$ cat src/rtl/fetch_sequencer.sv
// Instruction fetch sequencer: IDLE/FETCH/HALT control of pc and the single ir slot to decode.
// One cycle from pc=A to ir=mem[A]; ir holds under ir_ready=0 and redirect flushes it.
module fetch_sequencer #(
    parameter logic [7:0] RESET_PC    = 8'h00,
    parameter logic [4:0] HALT_OPCODE = 5'b11111
) (
    input  logic        clk,
    input  logic        rst_n,
    input  logic        run,
    input  logic        redirect,
    input  logic [7:0]  redirect_addr,
    output logic [7:0]  pc,
    input  logic [18:0] instr_in,
    output logic [18:0] ir,
    output logic [7:0]  ir_pc,
    output logic        ir_valid,
    input  logic        ir_ready,
    output logic        halted
);

    typedef enum logic [1:0] {
        IDLE  = 2'b00,
        FETCH = 2'b01,
        HALT  = 2'b10
    } state_t;

    state_t      state_q, state_d;
    logic [7:0]  pc_q, pc_d;
    logic [18:0] ir_q, ir_d;
    logic [7:0]  ir_pc_q, ir_pc_d;
    logic        ir_valid_q, ir_valid_d;
    logic        halted_q, halted_d;
    logic        slot_free;
    logic        is_halt;

    assign slot_free = !ir_valid_q || ir_ready;
    assign is_halt   = (instr_in[18:14] == HALT_OPCODE);

    always_comb begin
        state_d    = state_q;
        pc_d       = pc_q;
        ir_d       = ir_q;
        ir_pc_d    = ir_pc_q;
        // An accepted word leaves the slot; a stalled one stays put.
        ir_valid_d = ir_valid_q && !ir_ready;

        case (state_q)
            IDLE: begin
                if (redirect) begin
                    pc_d = redirect_addr;
                end else if (run) begin
                    state_d = FETCH;
                end
            end
            FETCH: begin
                if (redirect) begin
                    pc_d       = redirect_addr;
                    ir_valid_d = 1'b0;
                end else if (slot_free) begin
                    ir_d       = instr_in;
                    ir_pc_d    = pc_q;
                    ir_valid_d = 1'b1;
                    if (is_halt) begin
                        state_d = HALT;
                    end else begin
                        pc_d = pc_q + 8'd1;
                    end
                end
            end
            HALT: begin
                if (redirect) begin
                    pc_d       = redirect_addr;
                    ir_valid_d = 1'b0;
                    state_d    = FETCH;
                end else if (run) begin
                    pc_d    = pc_q + 8'd1;
                    state_d = FETCH;
                end
            end
            default: begin
                state_d    = IDLE;
                ir_valid_d = 1'b0;
            end
        endcase

        halted_d = (state_d == HALT);
    end

    always_ff @(posedge clk) begin
        if (!rst_n) begin
            state_q    <= IDLE;
            pc_q       <= RESET_PC;
            ir_q       <= '0;
            ir_pc_q    <= '0;
            ir_valid_q <= 1'b0;
            halted_q   <= 1'b0;
        end else begin
            state_q    <= state_d;
            pc_q       <= pc_d;
            ir_q       <= ir_d;
            ir_pc_q    <= ir_pc_d;
            ir_valid_q <= ir_valid_d;
            halted_q   <= halted_d;
        end
    end

    assign pc       = pc_q;
    assign ir       = ir_q;
    assign ir_pc    = ir_pc_q;
    assign ir_valid = ir_valid_q;
    assign halted   = halted_q;

endmodule
$ cat config.mk
export PLATFORM = sky130hd
export DESIGN_NAME = fetch_sequencer
export DESIGN_NICKNAME = d
export VERILOG_FILES = /design/src/rtl/fetch_sequencer.sv
export SDC_FILE = /design/constraint.sdc
export NUM_CORES = 1
export LEC_CHECK = 0
export CORE_ASPECT_RATIO = 1.75
export CORE_MARGIN = 2
export CORE_UTILIZATION = 35
export DETAILED_ROUTE_END_ITERATION = 8
export GPL_TIMING_DRIVEN = 1
export HOLD_SLACK_MARGIN = 0.15
export PLACE_DENSITY = 0.69
export SLEW_MARGIN = 20
export SYNTH_ARGS = -nofsm -noshare
export SYNTH_HDL_FRONTEND = slang
export SYNTH_SLANG_ARGS = --single-unit
$ cat constraint.sdc
create_clock -name clk -period 2.05 [get_ports clk]
set_clock_uncertainty 0.05 [all_clocks]
set_input_delay 0.41 -clock clk [delete_from_list [all_inputs] [get_ports clk]]
set_output_delay 0.41 -clock clk [all_outputs]
set_load 0.02 [all_outputs]
# Word-level counts from Yosys, hierarchy flattened
# Index checks and enable logic that the tools add are counted.
[word_totals]
regBits = 39
inputBits = 32
out_inout_bits = 37
word_cells = 42
[classes]
add_sub_neg = 1
n_eq_ne = 8
mux = 18
n_bitwise = 1
reduce_logical = 8
[op_table]
columns = ["op", "n"]
rows = [
  ["8-bit 2-to-1 mux", 6],
  ["8-bit one-hot mux with 3 select lines", 1],
  ["2-bit 2-to-1 mux", 6],
  ["3-bit inequality test, second input constant", 3],
  ["8-bit by 1-bit adder with 8-bit output, second input constant", 1],
  ["2-bit one-hot mux with 3 select lines", 1],
  ["5-bit equality test, second input constant", 1],
  ["5-bit AND reduction", 1],
  ["2-bit equality test, second input constant", 2],
  ["1-bit 2-to-1 mux", 3],
  ["1-bit one-hot mux with 3 select lines", 1],
  ["3-bit AND reduction", 1],
  ["3-bit nonzero test", 1],
  ["2-bit by 1-bit equality test with 1-bit output, second input constant", 1],
  ["1-bit logical NOT", 2],
  ["2-bit logical NOT", 1],
  ["2-bit inequality test, second input constant", 1],
  ["1-bit logical AND", 1],
  ["1-bit logical OR", 1],
  ["1-bit inverter", 1],
]

# Logic depth before layout (Yosys ltp)
[logic_depth]
word_depth = 6
depth_mapped = 8
ltp_nobuf = 7

# Worst setup path after synthesis
# Ideal clock, no wire load.
[synth_timing]
path_kind = "register to register"
start = "reg state_q[0]"
end = "reg pc_q[0], in the netlist pc[0]"
setup_ns = 0.119
arrival_ns = 1.590
t_required_ns = 1.881
setup_slack_ns = 0.291
stages_incl_launch_ff = 8
n_path_buf = 0
synth_period_minus_slack_ns = 1.759
path_cell_list = "dfxtp_1 -> inv_1 -> ha_1 -> and2b_1 -> nor4_2 -> a221oi_2 -> nor2_1 -> o221a_2"
[synth_via]
elab_chain_len = 3
elab_cells_between_ends = 10
[synth_lines]
columns = ["element", "line_no", "source"]
rows = [
  ["from (decl)", "27", "state_t state_q, state_d;"],
  ["from (signal assigned)", "98", "state_q <= state_d;"],
  ["2-bit by 1-bit equality test with 1-bit output (tied with other cells)", "47", "case (state_q)"],
  ["3-bit inequality test (no source line) (tied with other cells)", "--", ""],
  ["5-bit AND reduction (no source line)", "--", ""],
  ["to (signal assigned)", "99", "pc_q <= pc_d;"],
  ["to (decl)", "28", "logic [7:0] pc_q, pc_d;"],
]
# Parallel ways exist; a longest one is shown, timed or not.
# A chain may end at the register's enable or synchronous reset.

# Final worst setup path
# Ends and elaborated chain as after synthesis.

==> flow_summary.json <==
{
  "crit_fanout": 16,
  "port-buffer-count": 68,
  "drv_slew": 0,
  "power_frac_seq_pct": 42.5,
  "die_w_um": 57.7,
  "syn-num-nets": 257,
  "die-area_mm2": 0.00564,
  "mostFrequentLayoutCell": "clkdlybuf4s50_1",
  "timing.hold.ws_ns": 0.402,
  "min_to": "ir[10]",
  "holdBufCountCts": 0,
  "p_clk_share_pct": 38.0,
  "cts_htree_levels": 2,
  "drc": 0,
  "finalHoldViolCount": 0,
  "drt-initial-drc-count": 39,
  "intPower_uw": 1480,
  "cts.clk_slew.worst_paths_ns": 0.07,
  "path_cells": "inv_1, ha_1, and2b_1, nor4_2, a221oi_2, buf_12, nor2_1, o221a_2",
  "synth_area_mm2": 0.00176,
  "cts_tree": "done",
  "power_leakage_uw": 0.000980,
  "rsz0062_at_grt": "false",
  "route.detailed.wl_per_inst_um": 12.4,
  "swShare_pct": 24.2,
  "p_per_area_mw_per_mm2": 727,
  "overflow": 0,
  "syn_to_final_growth_pct": 52.8,
  "grt_use_total_pct": 15.9,
  "ys_ff_latch": 39,
  "ir_drop_v": 0.000443,
  "synthDistinctLibCells": 38,
  "placed_cells": 339,
  "crit_buf_inv": 2,
  "dr.pass1.iters": 4,
  "dp_hpwl_um": 3260,
  "cts_max_path_buffers": 2,
  "hold_path_depth": 2,
  "finalPower_uw": 1960,
  "combPwrFrac_pct": 19.5,
  "cts_resized": 0,
  "timing.fmax_mhz": 520,
  "fin_util_pct": 55.1,
  "postCtsSetupBuffers": 0,
  "path_class": "reg -> reg",
  "worst_pin_slew_ns": 0.367,
  "rr_startpoint": "state_q[0]",
  "cts_root_buffer": "clkbuf_8",
  "cpPeakStageDelay_ns": 0.35,
  "finalCritPeriodShare_pct": 93.9,
  "synth_warnings": 0,
  "finalCriticalPeriod_ns": 1.92,
  "coreArea_mm2": 0.00489,
  "r2r_setup_slack_ns": 0.13,
  "insertion_delay_ns": 0.29,
  "gp_congestion": 0.845,
  "hold_class": "reg -> reg",
  "startpoint": "state_q[0]",
  "num_antenna_cells": 0,
  "worst_path_max_delay_cell": "dfxtp_1",
  "via_per_inst": 4.97,
  "r2r_cells": 8,
  "netlist_instances": 219,
  "finalNetCount": 330,
  "cts_buffers": 5,
  "grt_first_pass_wirelength_um": 7270,
  "slew-limit-headroom_pct": 75.5,
  "num_rows": 34,
  "startpoint_type": "register",
  "clkSinkCount": 39,
  "antenna_left": 0,
  "stdcell_count": 347,
  "r2r_end": "pc[0]",
  "grt_start_max_net_pins": 28,
  "critPathTopFamily": "compound AO/OA/AOI/OAI gates",
  "final_cell_mix": "clkdlybuf4s50_1, nand2_1, a21oi_1, dfxtp_1, buf_4",
  "grt_pass1_vias": 1673,
  "io-pin-count": 69,
  "wl_um": 4310,
  "yosysSeqAreaShare_pct": 44.3,
  "grt_antenna_before_repair": 0,
  "vias": 1726,
  "fp.dieH_um": 97.9,
  "start_util_pct": 36.0,
  "critPathRequiredTime_ns": 2.18,
  "maxCapViolCount": 0,
  "switchingPower_uw": 474,
  "cp.arrival_ns": 2.06,
  "avgSynthCellArea_um2": 8.05,
  "status": "complete, no violations",
  "cp-end-kind": "register",
  "setup-violations-final": 0,
  "worstHoldStart": "ir[10]",
  "drive_gt1_share_pct": 9.56
}
## synthesized netlist by cell type
cell,number,area (um2)
a221oi_1,1,8.76
a21oi_2,1,8.76
o32ai_1,4,35.0
or2b_2,1,8.76
ha_1,6,75.1
a31oi_1,1,6.26
clkbuf_8,2,27.5
o221a_2,2,22.5
nor4_1,1,6.26
dfxtp_1,39,781
nor2_1,7,26.3
nand3_2,1,10.0
and3_1,2,12.5
nand4_1,1,6.26
buf_2,5,25.0
a211o_1,1,8.76
nor3_1,3,15.0
nor2b_1,3,18.8
a21o_1,2,15.0
nor4_2,1,12.5
nor3_2,1,10.0
nand3_1,2,10.0
o31a_1,1,8.76
and2b_1,1,7.51
buf_4,1,7.51
a221oi_2,2,30.0
o21ai_0,1,5.00
inv_1,6,22.5
buf_1,1,3.75
o211ai_1,1,7.51
and2_1,2,12.5
nor3b_1,1,7.51
o31ai_1,2,15.0
buf_6,1,11.3
or3_1,2,12.5
a21oi_1,39,195
nand2_1,67,251
clkbuf_1,4,15.0
## power by group through the flow
stage / combinational (uW) / clock, uW / sequential (uW)
after detailed placement: 384 / 0 / 850
after global placement: 383 / 0 / 849
final: 382 / 744 / 833
after global routing: 414 / 799 / 838
after floorplan: 154 / 0 / 887
after CTS: 386 / 763 / 832
## layout make-up
cell class	count	area [um2]
Sequential cell	39	781
Clock inverter	2	60.1
Multi-Input combinational cell	160	870
Timing Repair Buffer	80	821
Clock buffer	6	72.6
Inverter	6	22.5
Tap cell	54	67.6
Fill cell	456	2200
## worst register-to-register path: stages (launching register included)
cell and delay [ns]:
dfxtp_1 0.35, inv_1 0.11, ha_1 0.25, and2b_1 0.18
nor4_2 0.05, a221oi_2 0.34, buf_12 0.19, nor2_1 0.05
o221a_2 0.25
## worst max path at each step
stage,endpoint,cells past startpoint
after floorplan,pc[0],7
after global placement,pc[0],7
after detailed placement,pc[0],7
after CTS,pc[0],8
after global routing,pc[0],8
final,pc[0],8
## registers in the layout (all words and copies together), names as in the netlist
name,count
ir,19
ir_pc,8
pc,8
state_q,2
halted,1
ir_valid,1
## logic make-up after synthesis
group | after synthesis | share of synthesized area [%]
simple gates | 96 | 24.3
compound gates | 58 | 20.8
flops | 39 | 44.3
buf+inv | 20 | 6.39
fa+ha+maj | 6 | 4.26
## metal layers
metal / wire [um] / global-route usage (%)
met5: 0 / 0
met3: 251 / 3.18
met4: 102 / 7.33
met2: 2340 / 29.7
met1: 1620 / 16.2
## through the flow
step           setup slack [ns]  setup TNS (ns)  instance area (um2)
3_3_place_gp             -0.125          -0.257                 2560
4_1_cts                   0.118               0                 2690
6_report                  0.126               0                 2690
5_1_grt                  0.0365               0                 2690
2_1_floorplan             0.291               0                 1760
3_5_place_dp             -0.101          -0.218                 2560
(Power assumes the default switching activity.)
